`src/rtl/rp2040_spi_master_if.sv`:
```
// Request/response bundle between control logic and the SPI initiator.
// master = requestor side, slave = SPI initiator side.
interface rp2040_spi_master_if;
  logic        req_valid;
  logic        req_ready;
  logic        req_write;
  logic [6:0]  req_addr;
  logic [31:0] req_wdata;
  logic        rsp_valid;
  logic [31:0] rsp_rdata;
  logic        busy;

  modport master (
    output req_valid,
    output req_write,
    output req_addr,
    output req_wdata,
    input  req_ready,
    input  rsp_valid,
    input  rsp_rdata,
    input  busy
  );

  modport slave (
    input  req_valid,
    input  req_write,
    input  req_addr,
    input  req_wdata,
    output req_ready,
    output rsp_valid,
    output rsp_rdata,
    output busy
  );
endinterface

```
`src/rtl/rp2040_spi_master.sv`:
```
// Mode-0 SPI initiator: 8-bit command byte then 32-bit data word,
// returning the data-phase MISO bits as read data.
module rp2040_spi_master #(
  parameter int CLK_DIV     = 4,
  parameter int CS_HOLD_CYC = 2,
  parameter int CS_GAP_CYC  = 4,
  parameter int DATA_WIDTH  = 32
) (
  input  logic               clk,
  input  logic               rst_n,
  rp2040_spi_master_if.slave bus,
  output logic               spi_sclk,
  output logic               spi_mosi,
  output logic               spi_cs_n,
  input  logic               spi_miso
);

  localparam int         FW       = 8 + DATA_WIDTH;
  localparam logic [5:0] LAST_BIT = 6'(FW - 1);
  localparam logic [5:0] FIRST_RX = 6'd8;
  localparam logic [7:0] DIV_END  = 8'(CLK_DIV - 1);
  localparam logic [7:0] HOLD_END = 8'(CS_HOLD_CYC - 1);
  localparam logic [7:0] GAP_END  = 8'(CS_GAP_CYC - 1);

  typedef enum logic [1:0] {
    IDLE,
    SHIFT,
    HOLD,
    GAP
  } state_t;

  state_t                state_q, state_d;
  logic [7:0]            div_q, div_d;
  logic [5:0]            bit_q, bit_d;
  logic [7:0]            cyc_q, cyc_d;
  logic [FW-1:0]         tx_q, tx_d;
  logic [DATA_WIDTH-1:0] rx_q, rx_d;
  logic [DATA_WIDTH-1:0] rdata_q, rdata_d;
  logic                  sclk_q, sclk_d;
  logic                  mosi_q, mosi_d;
  logic                  cs_n_q, cs_n_d;
  logic                  ready_q, ready_d;
  logic                  busy_q, busy_d;
  logic                  rsp_q, rsp_d;
  logic                  miso_s1_q, miso_s2_q;
  logic [DATA_WIDTH-1:0] wdata_sel;

  // two-flop synchronizer for the asynchronous MISO pin
  always_ff @(posedge clk or negedge rst_n) begin
    if (!rst_n) begin
      miso_s1_q <= 1'b0;
      miso_s2_q <= 1'b0;
    end else begin
      miso_s1_q <= spi_miso;
      miso_s2_q <= miso_s1_q;
    end
  end

  // frame sequencing: accept, shift 40 bits, hold cs, enforce gap
  always_comb begin
    state_d   = state_q;
    div_d     = div_q;
    bit_d     = bit_q;
    cyc_d     = cyc_q;
    tx_d      = tx_q;
    rx_d      = rx_q;
    rdata_d   = rdata_q;
    sclk_d    = sclk_q;
    mosi_d    = mosi_q;
    cs_n_d    = cs_n_q;
    ready_d   = ready_q;
    busy_d    = busy_q;
    rsp_d     = 1'b0;
    wdata_sel = bus.req_write ? bus.req_wdata
                              : {DATA_WIDTH{1'b0}};
    unique case (state_q)
      IDLE: begin
        if (bus.req_valid && ready_q) begin
          tx_d    = {bus.req_write, bus.req_addr,
                     wdata_sel};
          mosi_d  = bus.req_write;
          sclk_d  = 1'b0;
          cs_n_d  = 1'b0;
          ready_d = 1'b0;
          busy_d  = 1'b1;
          div_d   = '0;
          bit_d   = '0;
          state_d = SHIFT;
        end
      end
      SHIFT: begin
        if (div_q == DIV_END) begin
          div_d = '0;
          if (!sclk_q) begin
            sclk_d = 1'b1;
          end else begin
            sclk_d = 1'b0;
            if (bit_q >= FIRST_RX) begin
              rx_d = {rx_q[DATA_WIDTH-2:0], miso_s2_q};
            end
            if (bit_q == LAST_BIT) begin
              mosi_d  = 1'b0;
              cyc_d   = '0;
              state_d = HOLD;
            end else begin
              bit_d  = bit_q + 6'd1;
              tx_d   = {tx_q[FW-2:0], 1'b0};
              mosi_d = tx_q[FW-2];
            end
          end
        end else begin
          div_d = div_q + 8'd1;
        end
      end
      HOLD: begin
        if (cyc_q == HOLD_END) begin
          cs_n_d  = 1'b1;
          rsp_d   = 1'b1;
          rdata_d = rx_q;
          cyc_d   = '0;
          state_d = GAP;
        end else begin
          cyc_d = cyc_q + 8'd1;
        end
      end
      GAP: begin
        if (cyc_q == GAP_END) begin
          ready_d = 1'b1;
          busy_d  = 1'b0;
          state_d = IDLE;
        end else begin
          cyc_d = cyc_q + 8'd1;
        end
      end
      default: state_d = IDLE;
    endcase
  end

  // state and registered outputs
  always_ff @(posedge clk or negedge rst_n) begin
    if (!rst_n) begin
      state_q <= IDLE;
      div_q   <= '0;
      bit_q   <= '0;
      cyc_q   <= '0;
      tx_q    <= '0;
      rx_q    <= '0;
      rdata_q <= '0;
      sclk_q  <= 1'b0;
      mosi_q  <= 1'b0;
      cs_n_q  <= 1'b1;
      ready_q <= 1'b1;
      busy_q  <= 1'b0;
      rsp_q   <= 1'b0;
    end else begin
      state_q <= state_d;
      div_q   <= div_d;
      bit_q   <= bit_d;
      cyc_q   <= cyc_d;
      tx_q    <= tx_d;
      rx_q    <= rx_d;
      rdata_q <= rdata_d;
      sclk_q  <= sclk_d;
      mosi_q  <= mosi_d;
      cs_n_q  <= cs_n_d;
      ready_q <= ready_d;
      busy_q  <= busy_d;
      rsp_q   <= rsp_d;
    end
  end

  assign bus.req_ready = ready_q;
  assign bus.rsp_valid = rsp_q;
  assign bus.rsp_rdata = rdata_q;
  assign bus.busy      = busy_q;
  assign spi_sclk      = sclk_q;
  assign spi_mosi      = mosi_q;
  assign spi_cs_n      = cs_n_q;

endmodule

```
`src/flat_wrapper.sv`:
```
// flat-port wrapper written by rule: the top's interface ports become plain ports
module rp2040_spi_master_flat 
#(
  parameter int CLK_DIV     = 4,
  parameter int CS_HOLD_CYC = 2,
  parameter int CS_GAP_CYC  = 4,
  parameter int DATA_WIDTH  = 32
)
  (clk, rst_n, spi_sclk, spi_mosi, spi_cs_n, spi_miso, bus_req_valid, bus_req_write, bus_req_addr, bus_req_wdata, bus_req_ready, bus_rsp_valid, bus_rsp_rdata, bus_busy);
  rp2040_spi_master_if bus_i ();
  input  logic clk;
  input  logic rst_n;
  output logic spi_sclk;
  output logic spi_mosi;
  output logic spi_cs_n;
  input  logic spi_miso;
  input wire logic [$bits(bus_i.req_valid)-1:0] bus_req_valid;
  input wire logic [$bits(bus_i.req_write)-1:0] bus_req_write;
  input wire logic [$bits(bus_i.req_addr)-1:0] bus_req_addr;
  input wire logic [$bits(bus_i.req_wdata)-1:0] bus_req_wdata;
  output wire logic [$bits(bus_i.req_ready)-1:0] bus_req_ready;
  output wire logic [$bits(bus_i.rsp_valid)-1:0] bus_rsp_valid;
  output wire logic [$bits(bus_i.rsp_rdata)-1:0] bus_rsp_rdata;
  output wire logic [$bits(bus_i.busy)-1:0] bus_busy;
  assign bus_i.req_valid = bus_req_valid;
  assign bus_i.req_write = bus_req_write;
  assign bus_i.req_addr = bus_req_addr;
  assign bus_i.req_wdata = bus_req_wdata;
  assign bus_req_ready = bus_i.req_ready;
  assign bus_rsp_valid = bus_i.rsp_valid;
  assign bus_rsp_rdata = bus_i.rsp_rdata;
  assign bus_busy = bus_i.busy;
  rp2040_spi_master #(.CLK_DIV(CLK_DIV), .CS_HOLD_CYC(CS_HOLD_CYC), .CS_GAP_CYC(CS_GAP_CYC), .DATA_WIDTH(DATA_WIDTH)) u_core (.clk(clk), .rst_n(rst_n), .bus(bus_i), .spi_sclk(spi_sclk), .spi_mosi(spi_mosi), .spi_cs_n(spi_cs_n), .spi_miso(spi_miso));
endmodule
```
`config.mk`:
```
export PLATFORM = sky130hd
export DESIGN_NAME = rp2040_spi_master_flat
export DESIGN_NICKNAME = d
export VERILOG_FILES = /design/src/rtl/rp2040_spi_master_if.sv /design/src/rtl/rp2040_spi_master.sv /design/src/flat_wrapper.sv
export SDC_FILE = /design/constraint.sdc
export NUM_CORES = 1
export LEC_CHECK = 0
export ABC_AREA = 1
export CORE_MARGIN = 2
export CORE_UTILIZATION = 50
export CTS_BUF_LIST = sky130_fd_sc_hd__clkbuf_16
export DETAILED_ROUTE_END_ITERATION = 6
export PLACE_DENSITY = 0.77
export REMOVE_ABC_BUFFERS = 1
export SLEW_MARGIN = 25
export SYNTH_ARGS = -nofsm -noshare
export SYNTH_HDL_FRONTEND = slang
export SYNTH_SLANG_ARGS = --single-unit
```
`constraint.sdc`:
```
create_clock -name clk -period 1.7 [get_ports clk]
set_input_delay 0.255 -clock clk [delete_from_list [all_inputs] [get_ports clk]]
set_output_delay 0.255 -clock clk [all_outputs]
set_load 0.05 [all_outputs]
```
==> metrics, run 1 <==
status=finished with violations; failing checks=setup timing; worst reg-to-reg setup slack=-0.06 ns; final instance area=8530 µm²; commonest non-fill, non-tap cell in the layout=nand2_1; # setup viols final=19; Max transition margin=0.731; Inserted Diodes=0; Area growth syn-to-layout=40.4%; VDD IR max=0.000902 V; final WL=16.3 mm; via count=5296; Clk Latency, worst-skew pair=0.43 ns; worst path required time=2.04 ns; max_cap viols=0; Die ar.=13000 µm²; Final HPWL DP=8.69 mm; PortBufs=81; Placed Area=7150 µm²; Yosys Warn Count=0; Crit Path Class=reg -> reg; nets=855; width of the chip=114 µm; RD Place Congestion=0.887; Final Hold Viols=0; Final ANT Viol Nets=0; RSZ-0062 raised after global routing=true; commonest cells after routing, fill and taps aside=157 x nand2_1, 132 x dfrtp_1, 70 x buf_4; Final Core Density=0.716; Initial DRC Count=467; fmax=569 MHz; clock buffer depth=2; fraction of registers with async set/reset=1.00; top_reg_cell synth=dfrtp_1; core area=11900 µm²; CTS tree=built; starting utilization of the core area=0.510; via/cell ratio=5.51; syn avg cell area=9.05 µm²; final worst slack=-0.0580 ns; Yosys reg bits=135; number of flops mapped to enable cells by yosys=0; Pleak=0.00390 µW; WL/cell=17.0 µm; Core Rows=40; Min Clock Period, post-route=1.76 ns; Power Density=1550 nW/µm²; clock sink count=135; Max Fanout on Critical Path=10; grt ovf=0; post-synthesis sequential area ratio=0.557; layout cells sized above 1=0.278; clock-pin slew of the registers on the worst-case setup and hold paths=0.06 ns; H-tree levels=4; Setup crit start kind=flop; TritonCTS Buffers=17; first-pass iteration count of the detailed router=7; Slew @ Worst Pin=0.403 ns; Hold Path Class=in -> reg; first-pass GRT wire length=22.9 mm; largest net degree at the start of global routing=65; GR Util All Layers=0.222; io pins=82; initial antenna violation count=0; Max Slew Vio Count=0; crit end category=flop; # DRC=0; distinct cell type count after synthesis=35; skew final=0.00999 ns; CP arrival=2.09 ns; Syn Inst Count=671; die height=114 µm; number of global-route vias before repair=4985; crit share post-route=1.03; post-synthesis cell area=6070 µm²; CTS Root Cell=clkbuf_16
-- what timing repair did --
item / 4_1_cts / 5_1_grt
cloned: 0 / 16
setup buffers: 2 / 13
pin swaps: 0 / 11
hold buffers: 1 / 0
resized for setup: 6 / 101
setup endpoints to repair: 49 / 88
hold endpoints to repair: 18 / 0
-- cell families (layout without fill, tap and decap cells) --
family	count (synthesis)	after routing	synth area share
adder cells (fa/ha/maj)	10	10	0.0206
multiplexers	7	7	0.0115
AO/OA/AOI/OAI	164	164	0.159
AND/OR/NAND/NOR	258	259	0.176
XOR/XNOR	6	6	0.00865
flip-flops	135	135	0.557
buffers and inverters	91	233	0.0671
-- sequential cells by signal (all words and copies together), names as in the netlist --
signal,flops
u_core.tx_q,39
u_core.bus.rsp_rdata,32
u_core.rx_q,32
u_core.cyc_q,8
u_core.div_q,8
u_core.bit_q,6
u_core.state_q,2
u_core.bus.busy,1
u_core.bus.req_ready,1
u_core.bus.rsp_valid,1
u_core.miso_s1_q,1
u_core.miso_s2_q,1
u_core.spi_cs_n,1
u_core.spi_mosi,1
u_core.spi_sclk,1
-- cell usage after synthesis, drive strengths merged (3+ instances only) --
master	n	area (µm²)
xor2	5	43.8
nand2	194	743
nor2	35	149
a22oi	32	240
o21bai	3	22.5
nand3	18	90.1
a21oi	8	43.8
ha	10	125
clkbuf	15	57.6
nand4	4	31.3
o21ai	119	648
buf	16	123
dfrtp	133	3330
or2	3	18.8
inv	60	228
mux2i	7	70.1
-- through the flow --
stage | total power, µW | setup WS (ns) | setup TNS [ns] | hold slack (ns) | cells
finish | 13200 | -0.0580 | -0.288 | 0.271 | 961
floorplan | 6070 | -1.36 | -121.32 | -0.0406 | 640
global route | 13800 | -0.136 | -5.97 | 0.275 | 961
global placement | 7370 | -0.0111 | -0.0126 | 0.200 | 897
detailed placement | 7540 | -0.0636 | -0.961 | 0.200 | 897
CTS | 11600 | 0.0207 | 0 | 0.266 | 932
-- worst max-delay path, cell delays in order (launching register included) --
cell and delay (ns):
dfrtp_2 0.42, inv_2 0.08, ha_4 0.18, nand2_4 0.07
o21ai_4 0.07, nor2_4 0.17, buf_6 0.13, nand3b_4 0.16
buf_6 0.21, o21ai_0 0.18
-- worst paths after layout --
kind | start | end | cells past startpoint
max | u_core.state_q[0]$_DFFE_PN0P_ | u_core.tx_q[16]$_DFFE_PN0P_ | 9
min | spi_miso | u_core.miso_s1_q$_DFF_PN0_ | 1
max reg2reg | u_core.state_q[0]$_DFFE_PN0P_ | u_core.tx_q[16]$_DFFE_PN0P_ | 9
min reg2reg | u_core.miso_s1_q$_DFF_PN0_ | u_core.miso_s2_q$_DFF_PN0_ | 0
max in group asynchronous | rst_n | u_core.rx_q[18]$_DFFE_PN0P_ | 3
min in group asynchronous | rst_n | u_core.bus.rsp_rdata[29]$_DFFE_PN0P_ | 2
-- metal layers --
metal,track usage,vias to the layer above,wire length (µm)
met5,0,-,0
met4,0.0789,0,310
met1,0.282,2629,6640
met2,0.368,169,8530
li1,-,2468,-
met3,0.0609,30,850
-- final cells by class --
| class | instances | area, µm² |
|---|---|---|
| fill | 815 | 3380 |
| sequential | 135 | 3380 |
| multi-input combinational | 446 | 2600 |
| timing repair buffer | 141 | 1500 |
| clock buffer | 17 | 425 |
| inverter | 60 | 233 |
| clock inverter | 15 | 201 |
| tap | 147 | 184 |
-- power by group --
group          switching, µW  internal, µW
clock network           1470          2460
logic                   2870          2360
registers                395          3680
Power figures use the tool's default switching activity.
==> inputs of run 2 (changes only) <==
- CORE_ASPECT_RATIO: unset -> 0.5
==> metrics, run 2 (same netlist as run 1, synthesis figures left out) <==
status=finished clean (was finished with violations); Power Density=1500 nW/µm² (was 1550 nW/µm²); width of the chip=160 µm (was 114 µm); Final ANT Viol Nets=0 (unchanged); setup_tns=0 ns (was -0.288 ns); Initial DRC Count=403 (was 467); commonest cells after routing, fill and taps aside=180 x nand2_1, 132 x dfrtp_1, 65 x o21ai_0 (was 157 x nand2_1, 132 x dfrtp_1, 70 x buf_4); Placed Area=7090 µm² (was 7150 µm²); layout cells sized above 1=0.211 (was 0.278); sw frac=0.349 (was 0.358); Min Clock Period, post-route=1.69 ns (was 1.76 ns); # setup viols final=0 (was 19); Inserted Diodes=0 (unchanged); combinational share of power=0.381 (was 0.395); Top reg by flops=u_core.tx_q (unchanged); Clk Latency, worst-skew pair=0.41 ns (was 0.43 ns); # DRC=0 (unchanged); grt ovf=0 (unchanged); Area growth syn-to-layout=33.1% (was 40.4%); Final HPWL DP=8.06 mm (was 8.69 mm); placed insts=906 (was 897); CTS tree=built (unchanged); Switch Pwr=4230 µW (was 4740 µW); number of global-route vias before repair=4671 (was 4985); Max transition margin=0.717 (was 0.731); final WL=13.8 mm (was 16.3 mm); commonest non-fill, non-tap cell in the layout=nand2_1 (unchanged); via/cell ratio=5.14 (was 5.51); WL/cell=14.4 µm (was 17.0 µm); final instance area=8090 µm² (was 8530 µm²); nets=833 (was 855); RSZ-0062 raised after global routing=true (unchanged); CP arrival=1.99 ns (was 2.09 ns); via count=4913 (was 5296); clock power share=0.290 (was 0.297); Reg2Reg Depth=8 (was 9); Max Slew Vio Count=0 (unchanged); initial antenna violation count=0 (unchanged); fmax=593 MHz (was 569 MHz); Final Core Density=0.683 (was 0.716); Hold Path Class=in -> reg (unchanged); crit end category=flop (unchanged); worst path required time=2.00 ns (was 2.04 ns); Die ar.=13100 µm² (was 13000 µm²); crit share post-route=0.992 (was 1.03); RD Place Congestion=0.791 (was 0.887); max_cap viols=0 (unchanged); max FFs per register=39 (unchanged); Max Fanout on Critical Path=7 (was 10); first-pass iteration count of the detailed router=4 (was 7); io pins=82 (unchanged); Slew @ Worst Pin=0.424 ns (was 0.403 ns); internal power=7900 µW (was 8500 µW); starting utilization of the core area=0.513 (was 0.510); sequential share of power=0.330 (was 0.308); clock-pin slew of the registers on the worst-case setup and hold paths=0.06 ns (about the same); GR Util All Layers=0.209 (was 0.222); skew final=0.00949 ns (was 0.00999 ns); Hold Path Stages=1 (unchanged); Finished Layout Cells=956 (was 961); Setup crit start kind=flop (unchanged); core area=11800 µm² (was 11900 µm²); CTS Root Cell=clkbuf_16 (unchanged); largest net degree at the start of global routing=66 (was 65); Final Hold Viols=0 (unchanged); VDD IR max=0.000863 V (was 0.000902 V); clock sink count=135 (unchanged); H-tree levels=4 (unchanged); die height=81.9 µm (was 114 µm); PortBufs=81 (unchanged); Core Rows=28 (was 40); first-pass GRT wire length=21.8 mm (was 22.9 mm); Pleak=0.00369 µW (was 0.00390 µW); clock buffer depth=2 (unchanged); TritonCTS Buffers=17 (unchanged); number of fill cells=889 (was 815); Crit Path Class=reg -> reg (unchanged)
[run 2: changes by cell type in the layout (fill, tap and decap cells not counted), moves of 3 or more]
cell,previous run,this run
nand2_1,157,180
buf_4,70,54
nand2_2,25,10
o21ai_0,53,65
o21ai_2,27,17
nand2_4,12,4
nor2_4,8,3
clkbuf_16,26,22
nor2_2,2,6
buf_16,0,3
[run 2: routing by layer]
metal,vias up,global-route usage,wire length [µm]
met5,-,0,0
met4,0,0.0820,176
met3,17,0.0404,612
met2,106,0.361,6910
met1,2382,0.268,6110
li1,2408,-,-
[run 2: worst paths after layout]
| path | start | to | slack (ns) |
|---|---|---|---|
| min reg2reg | u_core.miso_s1_q$_DFF_PN0_ | u_core.miso_s2_q$_DFF_PN0_ | 0.35 |
| min in group asynchronous | rst_n | u_core.rx_q[4]$_DFFE_PN0P_ | 0.35 |
| max in group asynchronous | rst_n | u_core.bus.req_ready$_DFFE_PN1P_ | 0.75 |
| max | u_core.state_q[0]$_DFFE_PN0P_ | u_core.tx_q[14]$_DFFE_PN0P_ | 0.01 |
| min | spi_miso | u_core.miso_s1_q$_DFF_PN0_ | 0.28 |
| max reg2reg | u_core.state_q[0]$_DFFE_PN0P_ | u_core.tx_q[14]$_DFFE_PN0P_ | 0.01 |
[run 2: what timing repair did]
item	CTS	global route
hold buffers	1	0
setup buffers	2	8
pin swaps	2	9
resized for setup	6	44
hold endpoints to repair	40	0
gates cloned	2	6
setup endpoints to repair	24	75
[run 2: power groups by stage]
stage,clock [µW],sequential [µW],combinational (µW)
2_1_floorplan,0,4090,1980
3_3_place_gp,0,4000,3170
3_5_place_dp,0,4010,3270
4_1_cts,3540,3960,3640
5_1_grt,3700,4040,5010
6_report,3520,4000,4620
[run 2: critical path, stage by stage (launching register included)]
cell and delay (ns):
dfrtp_2 0.44, ha_4 0.19, inv_4 0.10, nor2_2 0.06, nor2_4 0.15, nand3b_4 0.11, buf_6 0.15, buf_16 0.14
o21ai_0 0.23
[run 2: layout make-up]
cell class	count	area, µm²	area share
flip-flops and latches	135	3380	0.418
multi-input cells	445	2400	0.297
repair buffers	120	1300	0.161
clock buffers	17	425	0.0526
inverters	60	235	0.0291
well taps	165	206	0.0255
clock inverters	14	135	0.0167
[run 2: metrics by stage]
step / setup WS, ns / hold WS (ns) / total power (µW)
finish: 0.0136 / 0.284 / 12100
detailed placement: -0.0621 / 0.209 / 7280
floorplan: -1.36 / -0.0406 / 6070
global placement: -0.0357 / 0.207 / 7170
CTS: -0.0229 / 0.275 / 11100
global route: -0.0807 / 0.281 / 12800
